**src/rtl/exec_pkg.sv**
```systemverilog
// Shared opcode/state encodings for the self-sequencing exec datapath.
package exec_pkg;

    typedef enum logic [4:0] {
        OP_ADD  = 5'd0,
        OP_SUB  = 5'd1,
        OP_AND  = 5'd2,
        OP_OR   = 5'd3,
        OP_SHL  = 5'd4,
        OP_SHR  = 5'd5,
        OP_SHRA = 5'd6,
        OP_NEG  = 5'd7,
        OP_NOT  = 5'd8,
        OP_MUL  = 5'd9,
        OP_MOV  = 5'd10,
        OP_LDI  = 5'd11
    } op_e;

    typedef enum logic [2:0] {
        IDLE  = 3'd0,
        S_Y   = 3'd1,
        S_Z   = 3'd2,
        S_WB  = 3'd3,
        S_WBH = 3'd4
    } state_e;

    localparam logic [4:0] OP_LAST_LEGAL = 5'd11;

endpackage

```
**src/rtl/exec_alu.sv**
```systemverilog
// Combinational ALU: Y is the latched first operand, B is the current bus value.
// Only MUL fills the upper half of the 2*WIDTH result.
module exec_alu
    import exec_pkg::*;
#(
    parameter int WIDTH = 32
) (
    input  logic [WIDTH-1:0]   y,
    input  logic [WIDTH-1:0]   b,
    input  logic [4:0]         op,
    output logic [2*WIDTH-1:0] res
);

    localparam int SHW = $clog2(WIDTH);

    logic [SHW-1:0]            sh;
    logic signed [2*WIDTH-1:0] y_ext;
    logic signed [2*WIDTH-1:0] b_ext;

    assign sh    = b[SHW-1:0];
    assign y_ext = {{WIDTH{y[WIDTH-1]}}, y};
    assign b_ext = {{WIDTH{b[WIDTH-1]}}, b};

    always_comb begin
        res = '0;
        case (op)
            OP_ADD:  res[WIDTH-1:0] = y + b;
            OP_SUB:  res[WIDTH-1:0] = y - b;
            OP_AND:  res[WIDTH-1:0] = y & b;
            OP_OR:   res[WIDTH-1:0] = y | b;
            OP_SHL:  res[WIDTH-1:0] = y << sh;
            OP_SHR:  res[WIDTH-1:0] = y >> sh;
            OP_SHRA: res[WIDTH-1:0] = $signed(y) >>> sh;
            OP_NEG:  res[WIDTH-1:0] = '0 - b;
            OP_NOT:  res[WIDTH-1:0] = ~b;
            // Both operands sign-extended so the low 2*WIDTH bits are the signed product
            OP_MUL:  res = y_ext * b_ext;
            OP_MOV:  res[WIDTH-1:0] = b;
            OP_LDI:  res[WIDTH-1:0] = b;
            default: res = '0;
        endcase
    end

endmodule

```
**src/rtl/exec_datapath.sv**
```systemverilog
// Single-bus datapath with register file, Y/Z/HI/LO and a built-in micro-cycle sequencer.
// Optional macro HILO_EN adds HI/LO, a double-width Z and the MUL high-half write-back.
module exec_datapath
    import exec_pkg::*;
#(
    parameter  int WIDTH = 32,
    parameter  int NREGS = 16,
    localparam int AW    = $clog2(NREGS)
) (
    input  logic             clock,
    input  logic             clear,
    input  logic             req_valid,
    output logic             req_ready,
    input  logic [4:0]       req_op,
    input  logic [AW-1:0]    req_ra,
    input  logic [AW-1:0]    req_rb,
    input  logic [AW-1:0]    req_rc,
    input  logic [WIDTH-1:0] req_imm,
    output logic             done,
    output logic             err,
    output logic [WIDTH-1:0] bus_out,
    input  logic [AW-1:0]    dbg_addr,
    output logic [WIDTH-1:0] dbg_data,
    output logic [WIDTH-1:0] hi_q,
    output logic [WIDTH-1:0] lo_q
);

`ifdef HILO_EN
    localparam int   ZW   = 2 * WIDTH;
    localparam logic HILO = 1'b1;
`else
    localparam int   ZW   = WIDTH;
    localparam logic HILO = 1'b0;
`endif

    state_e                      state_q, state_d;
    logic [4:0]                  op_q, op_d;
    logic [AW-1:0]               ra_q, ra_d, rb_q, rb_d, rc_q, rc_d;
    logic [WIDTH-1:0]            imm_q, imm_d;
    logic [WIDTH-1:0]            y_q, y_d;
    logic [ZW-1:0]               z_q, z_d;
    logic [NREGS-1:0][WIDTH-1:0] rf_q, rf_d;
    logic                        done_q, done_d;
    logic                        err_q, err_d;

    logic [WIDTH-1:0]            bus;
    logic [2*WIDTH-1:0]          alu_res;
    logic                        op_mul;
    logic                        op_legal;

    assign op_mul   = (op_q == OP_MUL);
    assign op_legal = (op_q <= OP_LAST_LEGAL) && (HILO || !op_mul);

    // Internal bus source per micro-cycle
    always_comb begin
        bus = '0;
        case (state_q)
            S_Y: bus = rf_q[rb_q];
            S_Z: begin
                case (op_q)
                    OP_NEG, OP_NOT, OP_MOV: bus = rf_q[rb_q];
                    OP_LDI:                 bus = imm_q;
                    default:                bus = rf_q[rc_q];
                endcase
            end
            S_WB: bus = z_q[WIDTH-1:0];
`ifdef HILO_EN
            S_WBH: bus = z_q[2*WIDTH-1:WIDTH];
`endif
            default: bus = '0;
        endcase
    end

    exec_alu #(.WIDTH(WIDTH)) u_alu (
        .y   (y_q),
        .b   (bus),
        .op  (op_q),
        .res (alu_res)
    );

`ifdef HILO_EN
    logic [WIDTH-1:0] hi_d, lo_d;
`else
    logic unused_alu_hi;
    assign unused_alu_hi = ^alu_res[2*WIDTH-1:WIDTH];
`endif

    always_comb begin
        state_d = state_q;
        op_d    = op_q;
        ra_d    = ra_q;
        rb_d    = rb_q;
        rc_d    = rc_q;
        imm_d   = imm_q;
        y_d     = y_q;
        z_d     = z_q;
        rf_d    = rf_q;
        done_d  = 1'b0;
        err_d   = err_q;
`ifdef HILO_EN
        hi_d    = hi_q;
        lo_d    = lo_q;
`endif
        case (state_q)
            IDLE: begin
                if (req_valid) begin
                    op_d    = req_op;
                    ra_d    = req_ra;
                    rb_d    = req_rb;
                    rc_d    = req_rc;
                    imm_d   = req_imm;
                    state_d = S_Y;
                end
            end
            S_Y: begin
                y_d     = bus;
                state_d = S_Z;
            end
            S_Z: begin
                z_d     = alu_res[ZW-1:0];
                state_d = S_WB;
            end
            S_WB: begin
                if (!op_legal) begin
                    err_d   = 1'b1;
                    done_d  = 1'b1;
                    state_d = IDLE;
                end
`ifdef HILO_EN
                else if (op_mul) begin
                    lo_d    = bus;
                    state_d = S_WBH;
                end
`endif
                else begin
                    // R0 is hardwired to zero; the op still completes
                    if (ra_q != '0) rf_d[ra_q] = bus;
                    done_d  = 1'b1;
                    state_d = IDLE;
                end
            end
            S_WBH: begin
`ifdef HILO_EN
                hi_d    = bus;
`endif
                done_d  = 1'b1;
                state_d = IDLE;
            end
            default: state_d = IDLE;
        endcase
    end

    always_ff @(posedge clock or negedge clear) begin
        if (!clear) begin
            state_q <= IDLE;
            op_q    <= '0;
            ra_q    <= '0;
            rb_q    <= '0;
            rc_q    <= '0;
            imm_q   <= '0;
            y_q     <= '0;
            z_q     <= '0;
            rf_q    <= '0;
            done_q  <= 1'b0;
            err_q   <= 1'b0;
        end else begin
            state_q <= state_d;
            op_q    <= op_d;
            ra_q    <= ra_d;
            rb_q    <= rb_d;
            rc_q    <= rc_d;
            imm_q   <= imm_d;
            y_q     <= y_d;
            z_q     <= z_d;
            rf_q    <= rf_d;
            done_q  <= done_d;
            err_q   <= err_d;
        end
    end

`ifdef HILO_EN
    always_ff @(posedge clock or negedge clear) begin
        if (!clear) begin
            hi_q <= '0;
            lo_q <= '0;
        end else begin
            hi_q <= hi_d;
            lo_q <= lo_d;
        end
    end
`else
    assign hi_q = '0;
    assign lo_q = '0;
`endif

    assign req_ready = (state_q == IDLE);
    assign done      = done_q;
    assign err       = err_q;
    assign bus_out   = bus;
    assign dbg_data  = rf_q[dbg_addr];

endmodule
```
**config.mk**
```make
export PLATFORM = sky130hd
export DESIGN_NAME = exec_datapath
export DESIGN_NICKNAME = d
export VERILOG_FILES = /design/src/rtl/exec_pkg.sv /design/src/rtl/exec_alu.sv /design/src/rtl/exec_datapath.sv
export SDC_FILE = /design/constraint.sdc
export NUM_CORES = 2
export LEC_CHECK = 0
export BUFFER_PORTS_ARGS = -buffer_cell sky130_fd_sc_hd__buf_2
export CAP_MARGIN = 0
export CELL_PAD_IN_SITES_DETAIL_PLACEMENT = 1
export CELL_PAD_IN_SITES_GLOBAL_PLACEMENT = 1
export CORE_MARGIN = 5
export CORE_UTILIZATION = 38
export CTS_BUF_LIST = sky130_fd_sc_hd__clkbuf_8 sky130_fd_sc_hd__clkbuf_16
export CTS_CLUSTER_SIZE = 12
export DETAILED_ROUTE_END_ITERATION = 8
export HOLD_SLACK_MARGIN = 0.1
export PLACE_DENSITY = 0.72
export SKIP_LAST_GASP = 1
export SLEW_MARGIN = 20
export SYNTH_ARGS = -nofsm -noshare
export SYNTH_HDL_FRONTEND = slang
export SYNTH_SLANG_ARGS = --single-unit
```
**constraint.sdc**
```tcl
create_clock -name clock -period 12.2 [get_ports clock]
set_input_delay 2.44 -clock clock [delete_from_list [all_inputs] [get_ports clock]]
set_output_delay 2.44 -clock clock [all_outputs]
set_load 0.02 [all_outputs]
```
==> results.tsv <==
stage	metric	value	unit
cells_and_area	num-nets-final	6731	
setup_path	cp_common_cell	sky130_fd_sc_hd__inv_1	
synth	postSynthRegisterBits	629	
synth	mappedNetlistArea	59900	µm²
cells_and_area	layout-drive-gt1-share	0.168	
global_routing	largest_net_degree_at_the_start_of_global_routing	155	
floorplanning	initial_utilization	0.383	
clock_tree	cts.clk_slew.worst_paths	60	ps
synth	synth_top_area_cell	sky130_fd_sc_hd__dfrtp_1	
global_routing	global_route_wire_length_before_repair	392000	µm
timing	fmaxAchievable	87.6	MHz
detailed_routing	drt_iter0_markers	6517	
clock_tree	cts_max_path_buffers	3	
clock_tree	hold_buffers	0	
placed_design	postPlaceCellArea	62200	µm²
setup_path	setup.worst_path.start_class	register	
timing	final_clock_skew	48.8	ps
synth	yosysSeqAreaShare	0.263	
timing	tightestPinTransition	1300	ps
power_and_ir_drop	vdd_drop_max	0.130	mV
synth	post_synth_and_or_nand_nor_area_fraction	0.112	
clock_tree	htreeDepth	3	
outcome	run_status	finished, final reports clean	
floorplanning	die_area	166000	µm²
timing	hold_ws	419	ps
cells_and_area	ff_latch_area	15800	µm²
timing	timing.final.crit_share	0.936	
synth	syn-mean-instance-area	9.74	µm²
synth	netlist_top_cells_area	sky130_fd_sc_hd__dfrtp_1 (26%), sky130_fd_sc_hd__mux4_2 (15%), sky130_fd_sc_hd__fa_1 (14%)	
cells_and_area	layout-area-overhead-vs-synth	8.46	%
cells_and_area	layout_common_cells	sky130_fd_sc_hd__nand2_1 (876), sky130_fd_sc_hd__o21ai_0 (621), sky130_fd_sc_hd__dfrtp_1 (621)	
clock_tree	postCtsResizedCells	0	
global_routing	grt_overflow_total	0	
synth	synthDominantCellAreaShare	0.263	
clock_tree	tritoncts	yes	
detailed_routing	route.detailed.vias_per_inst	6.46	
floorplanning	boundaryPins	187	
clock_tree	post_cts.repair.setup_buffers	0	
detailed_routing	drc_errors_left	0	
setup_path	worst_ep_required_time	12810	ps
global_routing	grt_pass1_vias	54600	
floorplanning	die_w	407	µm
cells_and_area	n_fill_cell	17600	
detailed_routing	routed-via-count	52600	
placed_design	post-place-ws	1210	ps
detailed_routing	drt_pre_antenna_iters	6	
clock_tree	clock_sink_count	629	
detailed_routing	detail-route-antenna-nets	0	
min_path	hold_class	register to register	
placed_design	io_buffer_count	122	
setup_path	cp.arrival	12020	ps
timing	final_setup_tns	0	ps
setup_path	path_max_fanout	25	
placed_design	place.gp.congestion	1.03	
timing	timing.final.crit_period	11410	ps
cells_and_area	final_design_area_no_fill	64900	µm²
synth	asyncSetResetFlopFracSynth	1.00	
power_and_ir_drop	p_per_area	221	nW/µm²
setup_path	r2r_start	state_q[0]	
synth	synth_xor_area_frac	0.0204	
cells_and_area	layout_commonest_cell	sky130_fd_sc_hd__nand2_1	
setup_path	crit_end	z_q[29]	
setup_path	worst_setup_startpoint	state_q[0]	
global_routing	global_route.usage.total	0.326	
setup_path	r2r_cells	35	
synth	yosysUniqueCellTypes	101	
detailed_routing	postRouteWirelength	272000	µm
timing	slew_viol_final	0	
timing	final-hold-violation-count	0	
clock_tree	ctsRootBufferMaster	sky130_fd_sc_hd__clkbuf_16	
timing	timing.final.setup_violations	0	
setup_path	worstSetupPathType	register to register	
floorplanning	core.rowCount	145	
power_and_ir_drop	p_leak	28.9	nW
setup_path	critical_path.max_stage_delay	930	ps
synth	post_synthesis_cell_count	6144	
flow_run	cap_viol_max_count	0	
synth	synth-adder-area-share	0.189	
synth	ys_dominant_reg_cell	sky130_fd_sc_hd__dfrtp_1	
setup_path	critical_path.slowest_cell	sky130_fd_sc_hd__clkinv_1	
global_routing	grt_antenna_before_repair	12	
cells_and_area	area_taken_by_multi_input_logic_gates	39600	µm²
setup_path	r2r_setup_slack	790	ps
synth	synth_edf_count	0	
floorplanning	die-height	407	µm
timing	grt_setup_unrepaired	false	
synth	synth.mux.area_fraction	0.200	
floorplanning	coreArea	156000	µm²
placed_design	place.detailed.hpwl	192000	µm
clock_tree	skew_pair_late_insertion_delay	720	ps
clock_tree	tritoncts.num_buffers	77	
detailed_routing	wl_per_cell	33.4	µm
setup_path	cp-end-kind	register	
synth	post_synthesis_compound_gate_area_fraction	0.132	
timing	setup_slack	786	ps
timing	worst_slew_margin_rel	0.133	
setup_path	worst_r2r_endpoint	z_q[29]	
synth	synth_top_family_by_area	multiplexers	
power_and_ir_drop	report.power.total	14.4	mW
synth	ys.warnings.count	0	
[worst min path at each step]
stage	from	end	slack, ps	cells past startpoint
finish	rf_q[28]	rf_q[28]	420	0
global route	rf_q[17]	rf_q[17]	440	0
CTS	rf_q[24]	rf_q[24]	420	0
detailed placement	rf_q[24]	rf_q[24]	410	0
global placement	rf_q[16]	rf_q[16]	390	0
floorplan	z_q[2]	z_q[2]	450	1
[cells in the mapped netlist, types with 36 or more instances]
cell type and n:
sky130_fd_sc_hd__a211oi_1 46, sky130_fd_sc_hd__a21o_1 50, sky130_fd_sc_hd__a21oi_1 178, sky130_fd_sc_hd__a22oi_1 60
sky130_fd_sc_hd__buf_1 41, sky130_fd_sc_hd__buf_2 64, sky130_fd_sc_hd__buf_4 87, sky130_fd_sc_hd__clkbuf_1 365
sky130_fd_sc_hd__dfrtp_1 629, sky130_fd_sc_hd__fa_1 410, sky130_fd_sc_hd__ha_1 250, sky130_fd_sc_hd__inv_1 542
sky130_fd_sc_hd__mux2_2 89, sky130_fd_sc_hd__mux2i_1 144, sky130_fd_sc_hd__mux4_2 406, sky130_fd_sc_hd__nand2_1 883
sky130_fd_sc_hd__nand3_1 67, sky130_fd_sc_hd__nor2_1 490, sky130_fd_sc_hd__nor2b_1 36, sky130_fd_sc_hd__o21ai_0 621
sky130_fd_sc_hd__o21ai_1 39, sky130_fd_sc_hd__xnor2_1 71, sky130_fd_sc_hd__xor2_1 38
[cells by family after synthesis]
logic type               after synthesis
AO/OA/AOI/OAI                       1299
XOR/XNOR                             121
adder cells (fa/ha/maj)              660
buffers and inverters               1144
flip-flops                           629
multiplexers                         657
other                                  1
AND/OR/NAND/NOR                     1633
[state kept, by name (all words and copies together) (netlist names)]
register,cells
imm_q,32
z_q,32
done,1
ra_q,4
op_q,5
state_q,2
y_q,32
rb_q,4
err,1
rc_q,4
rf_q,512
[stage by stage]
stage / util / instances
finish: 0.415 / 8141
global route: 0.415 / 8134
CTS: 0.415 / 8133
detailed placement: 0.398 / 7993
global placement: 0.398 / 7993
floorplan: - / 6207
[report_power, final]
part | leakage (nW) | total (mW) | internal, mW | switching [mW]
logic | 19.0 | 8.79 | 2.90 | 5.89
clock network | 1.33 | 2.46 | 1.41 | 1.05
registers | 8.62 | 3.12 | 2.39 | 0.726
total | 28.9 | 14.4 | 6.70 | 7.66
[per-layer routing]
layer	up-vias	GRT usage	share of wire
met5	-	0	0.00010
met4	4	0.207	0.076
met3	893	0.0834	0.11
met2	3323	0.479	0.43
met1	27500	0.431	0.39
li1	20900	-	-
[area by class of cell]
type | instances | area share
Antenna cell | 7 | 0.000270
Clock buffer | 97 | 0.0343
Clock inverter | 43 | 0.00682
Inverter | 560 | 0.0324
Multi-Input combinational cell | 4434 | 0.611
Sequential cell | 629 | 0.243
Tap cell | 2058 | 0.0397
Timing Repair Buffer | 313 | 0.0333
[critical path: cells and delay by family (launching register included)]
| kind | cells | cell delay, ps |
|---|---|---|
| buffers and inverters | 10 | 2730 |
| xor gates and xnor gates | 1 | 440 |
| adders and majority gates | 10 | 4420 |
| DFF | 1 | 420 |
| AOI/OAI and AO/OA | 11 | 2880 |
| and+or+nand+nor | 3 | 380 |
(Power assumes the default switching activity.)
